===== config.mk =====
export PLATFORM = sky130hd
export DESIGN_NAME = traffic_monitor
export DESIGN_NICKNAME = d
export VERILOG_FILES = /design/src/rtl/traffic_monitor.sv
export SDC_FILE = /design/constraint.sdc
export NUM_CORES = 1
export LEC_CHECK = 0
export ABC_AREA = 1
export BUFFER_PORTS_ARGS = -buffer_cell sky130_fd_sc_hd__buf_2
export CORE_MARGIN = 5
export CORE_UTILIZATION = 26
export CTS_BUF_LIST = sky130_fd_sc_hd__clkbuf_4 sky130_fd_sc_hd__clkbuf_8 sky130_fd_sc_hd__clkbuf_16
export CTS_CLUSTER_SIZE = 10
export DETAILED_ROUTE_END_ITERATION = 7
export PLACE_DENSITY = 0.51
export SLEW_MARGIN = 20
export SYNTH_ARGS = -nofsm -noshare
export SYNTH_HDL_FRONTEND = slang
export SYNTH_SLANG_ARGS = --single-unit

===== constraint.sdc =====
create_clock -name clk -period 2.8 [get_ports clk]
set_input_delay 0.56 -clock clk [delete_from_list [all_inputs] [get_ports clk]]
set_output_delay 0.56 -clock clk [all_outputs]
set_load 0.02 [all_outputs]

===== src/rtl/traffic_monitor.sv =====
// traffic_monitor: watches the eight green/yellow lamp drives of a four-approach
// intersection and latches the first sequencing or timing violation it sees.
// Legal cycle per approach: GREEN_CYC greens, YELLOW_CYC yellows, then at most
// MAX_GAP all-off cycles before the next approach (N->S->E->W->N) turns green.
//
// Optional build macro: TRAFFIC_MON_GAP_CHECK_EN enables the all-off gap timeout
// (code 5). Without it the gap may last indefinitely.
//
// Ports:
//   clk, rst              clock, synchronous active-high reset
//   ng..wy                lamp drives (green/yellow per approach)
//   fault_clr             clears a latched fault (only honoured while faulted)
//   fault, flash_req      latched violation flag / all-red flash request
//   fault_code, fault_dir violation cause (0 when no fault) and approach implicated
//   phase_dir             approach currently tracked (N=0, S=1, E=2, W=3)
//   rotations             completed N-S-E-W rotations, wraps at 256
module traffic_monitor #(
    parameter int unsigned GREEN_CYC  = 8,
    parameter int unsigned YELLOW_CYC = 4,
    parameter int unsigned MAX_GAP    = 2
) (
    input  logic       clk,
    input  logic       rst,
    input  logic       ng,
    input  logic       ny,
    input  logic       sg,
    input  logic       sy,
    input  logic       eg,
    input  logic       ey,
    input  logic       wg,
    input  logic       wy,
    input  logic       fault_clr,
    output logic       fault,
    output logic [2:0] fault_code,
    output logic [1:0] fault_dir,
    output logic       flash_req,
    output logic [1:0] phase_dir,
    output logic [7:0] rotations
);

    localparam int unsigned CNT_W = 8;
    localparam logic [CNT_W-1:0] GREEN_LIM  = CNT_W'(GREEN_CYC);
    localparam logic [CNT_W-1:0] YELLOW_LIM = CNT_W'(YELLOW_CYC);
`ifdef TRAFFIC_MON_GAP_CHECK_EN
    localparam logic [CNT_W-1:0] GAP_LIM    = CNT_W'(MAX_GAP);
`endif
    // Yellow straight into the next green is only legal when no gap is allowed
    localparam bit DIRECT_OK = (MAX_GAP == 0);

    localparam logic [2:0] C_NONE     = 3'd0;
    localparam logic [2:0] C_CONFLICT = 3'd1;
    localparam logic [2:0] C_SEQ      = 3'd2;
    localparam logic [2:0] C_GREEN    = 3'd3;
    localparam logic [2:0] C_YELLOW   = 3'd4;
    localparam logic [2:0] C_GAP      = 3'd5;
    localparam logic [2:0] C_YNG      = 3'd6;

    typedef enum logic [2:0] {S_SYNC, S_GREEN, S_YELLOW, S_GAP, S_FAULT} state_e;

    state_e           state_q, state_d;
    logic [1:0]       phase_q, phase_d;
    logic [CNT_W-1:0] cnt_q, cnt_d;
    logic [CNT_W-1:0] gap_q, gap_d;
    logic [7:0]       rot_q, rot_d;
    logic             fault_q, fault_d;
    logic [2:0]       code_q, code_d;
    logic [1:0]       fdir_q, fdir_d;
    logic [3:0]       prev_g_q, prev_y_q;

    logic [3:0] g, y, lit, yng;
    logic [7:0] lamps;
    logic       any_lit, multi, single;
    logic [1:0] lit_dir, next_dir;
    logic [2:0] seq_code, viol_code;
    logic [1:0] seq_dir, viol_dir;
    logic       yellow_done;

    function automatic logic [1:0] lowest(input logic [3:0] v);
        if (v[0])      lowest = 2'd0;
        else if (v[1]) lowest = 2'd1;
        else if (v[2]) lowest = 2'd2;
        else           lowest = 2'd3;
    endfunction

    // Lamp decode: indices follow the approach numbering N, S, E, W
    assign g        = {wg, eg, sg, ng};
    assign y        = {wy, ey, sy, ny};
    assign lit      = g | y;
    assign lamps    = {y, g};
    assign any_lit  = |lamps;
    assign multi    = (lamps & (lamps - 8'd1)) != 8'd0;
    assign single   = any_lit & ~multi;
    assign lit_dir  = lowest(lit);
    assign next_dir = phase_q + 2'd1;
    // Yellow onset without the same approach being green or yellow just before
    assign yng      = y & ~prev_y_q & ~prev_g_q;

    // Next-state, counters and violation resolution
    always_comb begin
        state_d     = state_q;
        phase_d     = phase_q;
        cnt_d       = cnt_q;
        gap_d       = gap_q;
        rot_d       = rot_q;
        fault_d     = fault_q;
        code_d      = code_q;
        fdir_d      = fdir_q;
        seq_code    = C_NONE;
        seq_dir     = phase_q;
        viol_code   = C_NONE;
        viol_dir    = 2'd0;
        yellow_done = 1'b0;

        case (state_q)
            S_SYNC: begin
                if (single && (|g)) begin
                    state_d = S_GREEN;
                    phase_d = lit_dir;
                    cnt_d   = CNT_W'(1);
                end
            end
            S_GREEN: begin
                if (single && g[phase_q]) begin
                    if (cnt_q == GREEN_LIM) seq_code = C_GREEN;
                    else                    cnt_d    = cnt_q + CNT_W'(1);
                end else if (single && y[phase_q]) begin
                    if (cnt_q == GREEN_LIM) begin
                        state_d = S_YELLOW;
                        cnt_d   = CNT_W'(1);
                    end else begin
                        seq_code = C_GREEN;
                    end
                end else begin
                    seq_code = C_SEQ;
                    seq_dir  = any_lit ? lit_dir : phase_q;
                end
            end
            S_YELLOW: begin
                if (single && y[phase_q]) begin
                    if (cnt_q == YELLOW_LIM) seq_code = C_YELLOW;
                    else                     cnt_d    = cnt_q + CNT_W'(1);
                end else if (!any_lit) begin
                    if (cnt_q == YELLOW_LIM) begin
                        state_d     = S_GAP;
                        cnt_d       = '0;
                        gap_d       = CNT_W'(1);
                        yellow_done = 1'b1;
`ifdef TRAFFIC_MON_GAP_CHECK_EN
                        // With no gap allowed, the first dark cycle is already late
                        if (GAP_LIM == '0) seq_code = C_GAP;
`endif
                    end else begin
                        seq_code = C_YELLOW;
                    end
                end else if (single && g[next_dir] && DIRECT_OK) begin
                    if (cnt_q == YELLOW_LIM) begin
                        state_d     = S_GREEN;
                        phase_d     = next_dir;
                        cnt_d       = CNT_W'(1);
                        yellow_done = 1'b1;
                    end else begin
                        seq_code = C_YELLOW;
                    end
                end else begin
                    seq_code = C_SEQ;
                    seq_dir  = lit_dir;
                end
            end
            S_GAP: begin
                if (!any_lit) begin
`ifdef TRAFFIC_MON_GAP_CHECK_EN
                    if (gap_q == GAP_LIM) seq_code = C_GAP;
                    else                  gap_d    = gap_q + CNT_W'(1);
`else
                    if (gap_q != '1) gap_d = gap_q + CNT_W'(1);
`endif
                end else if (single && g[next_dir]) begin
                    state_d = S_GREEN;
                    phase_d = next_dir;
                    cnt_d   = CNT_W'(1);
                    gap_d   = '0;
                end else begin
                    seq_code = C_SEQ;
                    seq_dir  = lit_dir;
                end
            end
            S_FAULT: begin
                if (fault_clr) begin
                    state_d = S_SYNC;
                    fault_d = 1'b0;
                    code_d  = C_NONE;
                    fdir_d  = 2'd0;
                    cnt_d   = '0;
                    gap_d   = '0;
                end
            end
            default: state_d = S_SYNC;
        endcase

        if (yellow_done && (phase_q == 2'd3)) rot_d = rot_q + 8'd1;

        // Lowest code wins: conflict, then state-specific code (2..5), then yellow onset
        viol_code = seq_code;
        viol_dir  = seq_dir;
        if ((viol_code == C_NONE) && (|yng)) begin
            viol_code = C_YNG;
            viol_dir  = lowest(yng);
        end
        if (multi) begin
            viol_code = C_CONFLICT;
            viol_dir  = lit_dir;
        end

        if ((state_q != S_FAULT) && (viol_code != C_NONE)) begin
            state_d = S_FAULT;
            fault_d = 1'b1;
            code_d  = viol_code;
            fdir_d  = viol_dir;
            phase_d = phase_q;
            cnt_d   = cnt_q;
            gap_d   = gap_q;
            rot_d   = rot_q;
        end
    end

    // State and output registers
    always_ff @(posedge clk) begin
        if (rst) begin
            state_q  <= S_SYNC;
            phase_q  <= 2'd0;
            cnt_q    <= '0;
            gap_q    <= '0;
            rot_q    <= 8'd0;
            fault_q  <= 1'b0;
            code_q   <= C_NONE;
            fdir_q   <= 2'd0;
            prev_g_q <= 4'd0;
            prev_y_q <= 4'd0;
        end else begin
            state_q  <= state_d;
            phase_q  <= phase_d;
            cnt_q    <= cnt_d;
            gap_q    <= gap_d;
            rot_q    <= rot_d;
            fault_q  <= fault_d;
            code_q   <= code_d;
            fdir_q   <= fdir_d;
            prev_g_q <= g;
            prev_y_q <= y;
        end
    end

    assign fault      = fault_q;
    assign flash_req  = fault_q;
    assign fault_code = code_q;
    assign fault_dir  = fdir_q;
    assign phase_dir  = phase_q;
    assign rotations  = rot_q;

endmodule

# ---- Yosys cells after proc, flatten, opt, wreduce, memory -nomap -nowiden
# Index checks and enable logic that the tools add are counted.
dict set report word_totals {
  regBits 35
  latchBits 0
  ramBits 0
  mem_bits_ro 0
  out_inout_bits 17
  n_memories 0
}
dict set report classes {
  addsub 4
  mul 0
  div_mod_pow 0
  magnitude_cmp 2
  n_eq_ne 34
  shifts 0
  n_mux 74
  bitwise 9
  n_reduce_logical 25
}
# op n
set ops {}
lappend ops {{$mux W8} 12}
lappend ops {{$mux W3} 21}
lappend ops {{$ne A3 B3 Y1 const B} 17}
lappend ops {{$mux W2} 21}
lappend ops {{$pmux W8 S5} 1}
lappend ops {{$ne A2 B2 Y1 const B} 10}
lappend ops {{$reduce_and A10 Y1} 2}
lappend ops {{$add A8 B1 Y8 const B} 2}
lappend ops {{$pmux W3 S5} 1}
lappend ops {{$mux W1} 12}
lappend ops {{$reduce_and A12 Y1} 1}
lappend ops {{$pmux W3 S3} 1}
lappend ops {{$and A4 B4 Y4} 2}
lappend ops {{$and A8 B8 Y8} 1}
lappend ops {{$eq A8 B3 Y1 const B} 1}
lappend ops {{$eq A8 B4 Y1 const B} 1}
lappend ops {{$not A4 Y4} 2}
lappend ops {{$reduce_bool A8 Y1} 1}
lappend ops {{$reduce_or A4 Y1} 2}
lappend ops {{$reduce_or A8 Y1} 1}
lappend ops {{$sub A8 B1 Y8 const B} 1}
lappend ops {{$logic_and A1 B1 Y1} 7}
lappend ops {{$bmux W1 S2} 3}
lappend ops {{$eq A3 B2 Y1 const B} 2}
lappend ops {{17 further kinds} 23}

# ---- Longest topological paths before layout
# Gate-level depths: netlist of the first run.
dict set report logic_depth {
  ltp_word 17
  depth_mapped 17
  depth_no_buf 17
}

# ---- Worst setup path before layout of the first run
# Ideal clock, no wire load.
dict set report synth_path {
  path_kind {input to register}
  start {input port eg}
  end {register cnt_q[2]}
  setup_time_ns 0.116
  arrival_time_ns 2.167
  required_ns 2.684
  setup_slack_ns 0.517
  stages 14
  n_path_buf 0
  cell_sequence {nor2_1 -> nand2_1 -> nand2_2 -> nand4_4 -> nor2_8 -> nand3_1 -> nand3_1 -> nand2_2 -> nor2_4 -> nand2_2 -> o21bai_4 -> nand2_2 -> o21ai_0 -> nor2_1}
}
dict set report synth_via {
  elab_chain_cells 17
}
# item line_no
set synth_rtl {}
lappend synth_rtl {{start: declaration} 28} ;# input logic eg,
lappend synth_rtl {{$sub A8 B1 Y8} 91} ;# assign multi = (lamps & (lamps - 8'd1)) != 8'd0;
lappend synth_rtl {{$and A8 B8 Y8} 91}
lappend synth_rtl {{$reduce_bool A8 Y1} 91}
lappend synth_rtl {{$not A1 Y1} 92} ;# assign single = any_lit & ~multi;
lappend synth_rtl {{$and A1 B1 Y1} 92}
lappend synth_rtl {{$logic_and A1 B1 Y1 (on tied branches)} {126, 139, 177}}
lappend synth_rtl {{$mux W3 / $mux W2 (equally long branches)} {126, 177}}
lappend synth_rtl {{$mux W3 / $mux W2 (equally long branches)} {123, 170}}
lappend synth_rtl {{$pmux W3 S3} 114} ;# case (state_q)
lappend synth_rtl {{$logic_not A3 Y1} 205} ;# if ((viol_code == C_NONE) && (|yng)) begin
lappend synth_rtl {{$logic_and A1 B1 Y1} 205}
lappend synth_rtl {{$mux W3} 205}
lappend synth_rtl {{$mux W3} 209} ;# if (multi) begin
lappend synth_rtl {{$reduce_bool A3 Y1} 214} ;# if ((state_q != S_FAULT) && (viol_code != C_NONE)) begin
lappend synth_rtl {{$logic_and A1 B1 Y1} 214}
lappend synth_rtl {{$not A1 Y1 (no source line)} --}
lappend synth_rtl {{$reduce_and A12 Y1 (no source line)} --}
lappend synth_rtl {{end signal: assignment} 242} ;# cnt_q <= cnt_d;
lappend synth_rtl {{end: declaration} 62} ;# logic [CNT_W-1:0] cnt_q, cnt_d;
# Several ways; a longest one is shown, not always the timed one. The select of a mux whose other input is x is not followed.
# A chain may end at the register's enable or synchronous reset.

# ---- Worst setup path after layout of the first run
dict set report layout_path {
  start {register phase_q[0] (netlist: phase_dir[0])}
  end {register cnt_q[1]}
}
dict set report layout_via {
  elab_chain_cells 15
}
# item line_no
set layout_rtl {}
lappend layout_rtl {{start: declaration} 61} ;# logic [1:0] phase_q, phase_d;
lappend layout_rtl {{start signal: assignment} 241} ;# phase_q <= phase_d;
lappend layout_rtl {{$add A2 B1 Y2} 94} ;# assign next_dir = phase_q + 2'd1;
lappend layout_rtl {{$bmux W1 S2} 177} ;# end else if (single && g[next_dir]) begin
lappend layout_rtl {{$mux W1 (not written as such)} 177}
lappend layout_rtl {{$logic_and A1 B1 Y1} 177}
lappend layout_rtl {{$mux W2} 177}
lappend layout_rtl {{$mux W2} 170} ;# if (!any_lit) begin
lappend layout_rtl {{$pmux W3 S3} 114}
lappend layout_rtl {{$logic_not A3 Y1} 205}
lappend layout_rtl {{$logic_and A1 B1 Y1} 205}
lappend layout_rtl {{$mux W3} 205}
lappend layout_rtl {{$mux W3} 209}
lappend layout_rtl {{$reduce_bool A3 Y1} 214}
lappend layout_rtl {{$logic_and A1 B1 Y1} 214}
lappend layout_rtl {{$not A1 Y1 (no source line)} --}
lappend layout_rtl {{$reduce_and A12 Y1 (no source line)} --}
# Several ways; a longest one is shown, not always the timed one. The select of a mux whose other input is x is not followed.

==> results of run 1 <==
==> critical path, cell delays in order, from the launching register on <==
cell,delay [ns]
dfxtp_1,0.49
inv_1,0.23
a21oi_1,0.17
o21ai_0,0.09
nand2_1,0.17
nand3_4,0.15
nor2_1,0.16
nor2_1,0.09
nor2_4,0.13
nand2_2,0.10
o21bai_4,0.14
buf_4,0.21
nand3_1,0.08
nand2_1,0.07
nor2_1,0.03
==> path summary, 6_finish.rpt <==
kind / cells past startpoint / from / end / slack, ns
setup / recovery: 14 / phase_dir[0] / cnt_q[1] / 0.34
hold / removal: 1 / rotations[7] / rotations[7] / 0.46
setup reg to reg: 14 / phase_dir[0] / cnt_q[1] / 0.34
hold reg to reg: 1 / rotations[7] / rotations[7] / 0.46
==> flip-flops by register name (all words and copies together) (netlist names) <==
name / cells
fault_dir: 2
prev_g_q: 4
phase_dir: 2
fault: 1
rotations: 8
cnt_q: 8
state_q: 3
fault_code: 3
prev_y_q: 4
==> stage by stage <==
step	util, %	hold slack (ns)	cell area [µm²]	setup slack [ns]
CTS	30.9	0.463	2820	0.331
floorplan	-	0.455	2390	0.517
global placement	29.8	0.433	2720	0.0280
finish	30.9	0.464	2820	0.340
global route	30.9	0.474	2820	0.0563
detailed placement	29.8	0.449	2720	0.0486
==> area by class of cell <==
class,instances,area [µm²],share of cell area (%)
timing repair buffer,41,240,8.52
sequential,35,701,24.9
tap,111,139,4.93
clock buffer,7,96.3,3.42
multi-input combinational,279,1460,51.8
clock inverter,1,7.51,0.266
inverter,47,176,6.26
==> placed cells by master (no fill, tap or decap), types with 2 or more instances in the layout <==
cell      instances
or3_1             2
clkbuf_8          7
a211oi_1          2
o21ai_0          19
nand4_1          10
nand2_2           6
nand2_1          69
inv_2             2
buf_4            14
o21bai_1          2
o31ai_1           5
xor2_1            3
clkinv_1          2
buf_2            27
nor3_1            9
nor2_1           53
xnor2_1           3
nand3_1          40
dfxtp_1          35
a21oi_1          31
nor2_4            2
o211ai_1          4
nor2_2            2
ha_1              4
inv_1            43
==> metal layers <==
layer / share of wire [%] / up-vias / track usage [%]
li1: - / 1309 / -
met4: 2.9 / 0 / 4.90
met2: 48 / 69 / 21.1
met5: 0 / - / 0
met1: 44 / 1159 / 15.6
met3: 4.8 / 19 / 2.02
==> report_power, final <==
part / switching [W] / internal (W) / leakage, nW / total (W)
sequential: 0.0000152 / 0.000516 / 0.286 / 0.000532
clock: 0.000192 / 0.000224 / 0.0505 / 0.000416
combinational: 0.000160 / 0.0000792 / 0.905 / 0.000239
total: 0.000368 / 0.000819 / 1.24 / 0.00119
==> cell families after synthesis <==
family	count (synthesis)
buf+inv	57
flops	35
compound gates	70
simple gates	199
xor+xnor	6
fa+ha+maj	4
==> results.yml, run 1 <==
clocking:
  clock-sinks: 35
  cts_tree: "done"
  htree_levels: 2
  clock_latency_ns: 0.29
  max-clock-path-buffers: 2
  cts_resized: 0
  hold_buffers: 0
  cts.clk_slew.worst_paths_ns: 0.07
  clock-root-buffer: "clkbuf_8"
  numCtsBuffers: 5
  post_cts_buffers: 0
cells_and_area:
  n_antenna_cell: 0
  syn_to_final_growth_pct: 18.0
  nets: 424
  drive_gt1_share_pct: 16.8
  fill_cells: 1035
  layoutNonFillerInstCount: 521
timing:
  slew_violations: 0
  period_needed_ns: 2.46
  setup_viol_count_final: 0
  rsz0062_at_grt: "false"
  final-hold-violation-count: 0
  fmax_mhz: 406
  tns_ns: 0
  worstMarginPinSlew_ns: 0.526
  skew_ns: 0.00754
  slew_headroom_pct: 64.9
  min_period_over_period_pct: 87.9
logic_synthesis:
  synth_compound_area_share_pct: 17.4
  synth_common_cells: "nand2_1, nor2_1, inv_1, nand3_1, dfxtp_1"
  yosysWarnings: 0
  syn_area_per_cell_um2: 6.44
  ys.flop_type: "dfxtp_1"
  synth_top_family_by_area: "simple AND/OR/NAND/NOR gates"
  synthArstFlopShare_pct: 0
  syn_nets: 386
  synthCells: 371
  yosysSeqAreaShare_pct: 29.3
  synthAdderAreaFrac_pct: 2.10
  synthesis.area_um2: 2390
  yosysMostFrequentCell: "nand2_1"
  synth_top_cell_by_area: "dfxtp_1"
  synth_area_leaders: "dfxtp_1, nand2_1, nand3_1, nor2_1, inv_1"
  yosys.area_share.xor_xnor_pct: 2.20
  synth_enable_flop_cells: 0
  yosys.area_share.simple_pct: 39.3
  muxShareOfSynthArea_pct: 0
  synth.distinct_cells: 39
  ys_ff_latch: 35
  synth_top_area_share_pct: 29.3
placed_design:
  io_buffers: 27
  gp_congestion: 0.854
  hpwl_mm: 5.24
  place_inst: 513
floorplan:
  fp.dieH_um: 106
  start_util_pct: 26.2
  io_pins: 28
  rows: 35
  core_um2: 9110
  fp.dieArea_um2: 11200
  die_x_um: 106
grt:
  grt_pass1_vias: 2429
  grt_max_degree: 26
  grt_overflow: 0
  grt_usage_pct: 12.4
  grt_pass1_wl_mm: 11.4
  antenna_found_initial: 0
routing:
  viasPerCell: 4.91
  num_vias: 2556
  drtIter0Drc: 228
  wl_mm: 6.72
  firstDrtPassIters: 4
  wire_per_inst_um: 12.9
  drcViolationCount: 0
  detail-route-antenna-nets: 0
run_status:
  status: "complete, no violations"
setup_path:
  crit_path_max_fanout: 13
  cp-start-kind: "flip-flop"
  critPathRequiredTime_ns: 2.97
  crit_type: "reg -> reg"
  end_kind: "flip-flop"
  worstPathArrival_ns: 2.63
power:
  power_w: 0.00119
  p_leak_nw: 1.24
  ir_worst_vdd_mv: 0.243
  power_density_nw_per_um2: 421
worst_hold_path:
  hp-class: "reg -> reg"
job:
  maxCapViolCount: 0
Note: power is estimated with default switching activity, not from simulation.
==> inputs of run 2 (changes only) <==
--- a/config.mk
+++ b/config.mk
@@ -13,6 +13,7 @@
 export CTS_CLUSTER_SIZE = 10
 export DETAILED_ROUTE_END_ITERATION = 7
 export PLACE_DENSITY = 0.51
+export RECOVER_POWER = 100
 export SLEW_MARGIN = 20
 export SYNTH_ARGS = -nofsm -noshare
 export SYNTH_HDL_FRONTEND = slang
==> results.yml, run 2 (synthesis gave the netlist of run 1 again) <==
clocking:
  clock-sinks: 35
  max-clock-path-buffers: 2
  htree_levels: 2
  clock_latency_ns: 0.30
  clock-root-buffer: "clkbuf_8"
  hold_buffers: 0
  cts.clk_slew.worst_paths_ns: 0.07
  cts_tree: "done"
  post_cts_buffers: 0
  numCtsBuffers: 5
  cts_resized: 0
placed_design:
  place_inst: 513
  gp_congestion: 0.854
  io_buffers: 27
  hpwl_mm: 5.24
run_status:
  status: "complete, no violations"
setup_path:
  end_kind: "flip-flop"
  crit_path_max_fanout: 13
  critPathRequiredTime_ns: 2.94
  rr_worst_depth: 14
  crit_type: "in -> reg"
  r2r-end: "cnt_q[1]"
  reg2reg_from: "phase_dir[0]"
  cp-start-kind: "input pin"
  reg2reg_slack_ns: 0.29
  worstPathArrival_ns: 2.66
routing:
  detail-route-antenna-nets: 0
  viasPerCell: 4.90
  wl_mm: 6.71
  num_vias: 2555
  drtIter0Drc: 237
  wire_per_inst_um: 12.9
  firstDrtPassIters: 4
  drcViolationCount: 0
grt:
  grt_overflow: 0
  grt_usage_pct: 12.4
  grt_pass1_wl_mm: 11.4
  use_met3_pct: 2.02
  use_met2_pct: 21.1
  antenna_found_initial: 0
  grt_pass1_vias: 2429
  grt_max_degree: 26
  met1_usage_pct: 15.6
  busiest_layer: "met2"
job:
  maxCapViolCount: 0
cells_and_area:
  final_common_cell: "nand2_1"
  drive_gt1_share_pct: 11.7
  layout_common_cells: "nand2_1, nor2_1, inv_1, nand3_1, dfxtp_1"
  n_antenna_cell: 0
  syn_to_final_growth_pct: 16.3
  nets: 424
  layoutNonFillerInstCount: 521
timing:
  min_period_over_period_pct: 90.0
  rsz0062_at_grt: "false"
  period_needed_ns: 2.52
  slew_violations: 0
  final-hold-violation-count: 0
  setup_viol_count_final: 0
  slew_headroom_pct: 14.4
  tns_ns: 0
  worstMarginPinSlew_ns: 1.28
  skew_ns: 0.00772
  fmax_mhz: 397
  timing.hold.ws_ns: 0.465
floorplan:
  io_pins: 28
  start_util_pct: 26.2
  fp.dieArea_um2: 11200
  die_x_um: 106
  core_um2: 9110
  rows: 35
  fp.dieH_um: 106
worst_hold_path:
  hp-class: "reg -> reg"
  hold_end: "rotations[7]"
  whs_path_depth: 1
  worstHoldStart: "rotations[7]"
power:
  p_leak_nw: 1.16
  power_density_nw_per_um2: 426
  ir_worst_vdd_mv: 0.244
==> run 2: worst max-delay path, stage by stage <==
cell,delay [ns]
buf_2,0.13
nor2_1,0.14
nand2_1,0.11
nand2_1,0.18
nand4_4,0.15
nor2_8,0.19
nand3_4,0.15
nor2_1,0.17
nor2_1,0.09
nor2_4,0.13
nand2_2,0.10
o21bai_4,0.14
buf_4,0.21
nand3_1,0.09
nand2_1,0.07
nor2_1,0.03
==> run 2: power by group <==
| group | switching, W | leakage (nW) | internal, W |
|---|---|---|---|
| Sequential | 0.0000154 | 0.286 | 0.000516 |
| Clock | 0.000193 | 0.0505 | 0.000224 |
| Combinational | 0.000159 | 0.824 | 0.0000764 |
| Total | 0.000368 | 1.16 | 0.000817 |
==> run 2: area by class of cell <==
class | count | area (µm²)
Tap cell | 111 | 139
Clock buffer | 7 | 96.3
Inverter | 47 | 176
Clock inverter | 1 | 7.51
Sequential cell | 35 | 701
Timing Repair Buffer | 41 | 214
Fill cell | 1043 | 6330
Multi-Input combinational cell | 279 | 1450
==> run 2: metrics by stage <==
step | util [%] | power [W] | cell area [µm²] | worst slack (ns)
finish | 30.5 | 0.00118 | 2780 | 0.280
global route | 30.5 | 0.00126 | 2780 | 0.0379
CTS | 30.9 | 0.00121 | 2820 | 0.331
detailed placement | 29.8 | 0.000783 | 2720 | 0.0486
global placement | 29.8 | 0.000784 | 2720 | 0.0280
floorplan | - | 0.000707 | 2390 | 0.517
==> run 2: worst max-delay path by stage <==
stage | startpoint | to | depth (start not counted)
floorplan | eg | cnt_q[2] | 14
global placement | sg | cnt_q[4] | 15
detailed placement | sg | cnt_q[1] | 16
CTS | phase_dir[0] | cnt_q[1] | 14
global route | phase_dir[0] | cnt_q[7] | 13
finish | wg | cnt_q[1] | 16
==> run 2: layer usage <==
layer | vias up | wire length, µm
met4 | 0 | 194
met2 | 61 | 3220
met5 | - | 0
met1 | 1167 | 3050
met3 | 19 | 238
li1 | 1308 | -
==> inputs of run 3 (changes only) <==
--- a/config.mk
+++ b/config.mk
@@ -12,6 +12,7 @@
 export CTS_BUF_LIST = sky130_fd_sc_hd__clkbuf_4 sky130_fd_sc_hd__clkbuf_8 sky130_fd_sc_hd__clkbuf_16
 export CTS_CLUSTER_SIZE = 10
 export DETAILED_ROUTE_END_ITERATION = 7
+export MAX_ROUTING_LAYER = met4
 export PLACE_DENSITY = 0.51
 export RECOVER_POWER = 100
 export SLEW_MARGIN = 20
==> results.yml, run 3 (synthesis gave the netlist of run 1 again) <==
setup_path:
  critPathRequiredTime_ns: 2.94
  reg2reg_slack_ns: 0.29
  rr_worst_depth: 14
  path_common_cell: "nor2_1"
  reg2reg_from: "phase_dir[0]"
  cpLargestDelayFamily: "simple AND/OR/NAND/NOR gates"
  crit_path_max_fanout: 13
  worstPathCellList: "buf_2 -> nor2_1 -> nand2_1 -> nand2_1 -> nand4_4 -> nor2_8 -> nand3_4 -> nor2_1 -> nor2_1 -> nor2_4 -> nand2_2 -> o21bai_4 -> buf_4 -> nand3_1 -> nand2_1 -> nor2_1"
  startpoint: "wg"
  end_kind: "flip-flop"
  crit_buf_inv: 2
  r2r-end: "cnt_q[1]"
  critPathMaxStageDelay_ns: 0.21
  crit_type: "in -> reg"
  cp_slowest_cell: "buf_4"
  cp-start-kind: "input pin"
  worstPathArrival_ns: 2.65
grt:
  antenna_found_initial: 0
  grt_overflow: 0
  grt_usage_pct: 12.8
  grt_pass1_vias: 2435
  grt_pass1_wl_mm: 11.4
  grt_max_degree: 26
routing:
  num_vias: 2541
  drtIter0Drc: 233
  firstDrtPassIters: 4
  wl_mm: 6.73
  viasPerCell: 4.88
  drcViolationCount: 0
  detail-route-antenna-nets: 0
  wire_per_inst_um: 12.9
floorplan:
  start_util_pct: 26.2
  io_pins: 28
  fp.dieArea_um2: 11200
  rows: 35
  fp.dieH_um: 106
  die_x_um: 106
  core_um2: 9110
clocking:
  clock-sinks: 35
  htree_levels: 2
  cts_resized: 0
  post_cts_buffers: 0
  hold_buffers: 0
  clock_latency_ns: 0.30
  max-clock-path-buffers: 2
  numCtsBuffers: 5
  clock-root-buffer: "clkbuf_8"
  cts_tree: "done"
  cts.clk_slew.worst_paths_ns: 0.07
power:
  comb_power_share_pct: 19.9
  clkPwrFrac_pct: 35.3
  p_int_w: 0.000817
  p_seq_share_pct: 44.8
  power_density_nw_per_um2: 427
  p_leak_nw: 1.16
  ir_worst_vdd_mv: 0.244
  p_sw_share_pct: 31.1
  p_sw_w: 0.000369
placed_design:
  io_buffers: 27
  hpwl_mm: 5.24
  gp_congestion: 0.868
  place_inst: 513
run_status:
  status: "complete, no violations"
job:
  maxCapViolCount: 0
cells_and_area:
  syn_to_final_growth_pct: 16.3
  n_antenna_cell: 0
  layoutNonFillerInstCount: 521
  drive_gt1_share_pct: 11.7
  layout_common_cells: "nand2_1, nor2_1, inv_1, nand3_1, dfxtp_1"
  nets: 424
  final_common_cell: "nand2_1"
  fill_cells: 1043
worst_hold_path:
  worstHoldStart: "rotations[7]"
  hp-class: "reg -> reg"
  whs_path_depth: 1
  hold_end: "rotations[7]"
timing:
  skew_ns: 0.00771
  slew_violations: 0
  final-hold-violation-count: 0
  fmax_mhz: 397
  period_needed_ns: 2.52
  worstMarginPinSlew_ns: 1.31
  tns_ns: 0
  min_period_over_period_pct: 89.9
  setup_viol_count_final: 0
  rsz0062_at_grt: "false"
  slew_headroom_pct: 12.3
-- run 3: cell counts in the layout (fill, tap and decap cells not counted) --
Identical to the previous run, type by type.
-- run 3: worst max-delay path by stage --
stage / end / slack (ns) / cells past startpoint
floorplan: cnt_q[2] / 0.52 / 14
global placement: cnt_q[4] / 0.03 / 15
detailed placement: cnt_q[1] / 0.05 / 16
CTS: cnt_q[1] / 0.33 / 14
global route: cnt_q[7] / 0.03 / 13
finish: cnt_q[1] / 0.28 / 16
-- run 3: per-layer routing --
layer	vias up	global-route usage (%)	share of wire [%]
met3	18	1.96	3.5
met5	-	-	0
met4	0	4.90	2.4
li1	1311	-	-
met2	59	21.1	48
met1	1153	15.8	46
-- run 3: power by group through the flow --
stage	sequential (W)	combinational, W	clock (W)
after floorplan	0.000548	0.000159	0
after global placement	0.000544	0.000240	0
after detailed placement	0.000544	0.000239	0
after CTS	0.000532	0.000240	0.000434
after global routing	0.000534	0.000264	0.000457
final	0.000532	0.000236	0.000419
-- run 3: final cells by class --
class | count | area, µm² | area share (%)
multi-input combinational | 279 | 1450 | 52.0
sequential | 35 | 701 | 25.2
timing repair buffer | 41 | 214 | 7.70
inverter | 47 | 176 | 6.35
tap | 111 | 139 | 5.00
clock buffer | 7 | 96.3 | 3.47
clock inverter | 1 | 7.51 | 0.270
-- run 3: through the flow --
stage | hold WS [ns] | worst slack, ns | power (W) | cell area [µm²] | util, %
floorplan | 0.455 | 0.517 | 0.000707 | 2390 | -
finish | 0.465 | 0.281 | 0.00119 | 2780 | 30.5
global placement | 0.433 | 0.0280 | 0.000784 | 2720 | 29.8
detailed placement | 0.449 | 0.0486 | 0.000783 | 2720 | 29.8
global route | 0.476 | 0.0338 | 0.00126 | 2780 | 30.5
CTS | 0.463 | 0.331 | 0.00121 | 2820 | 30.9
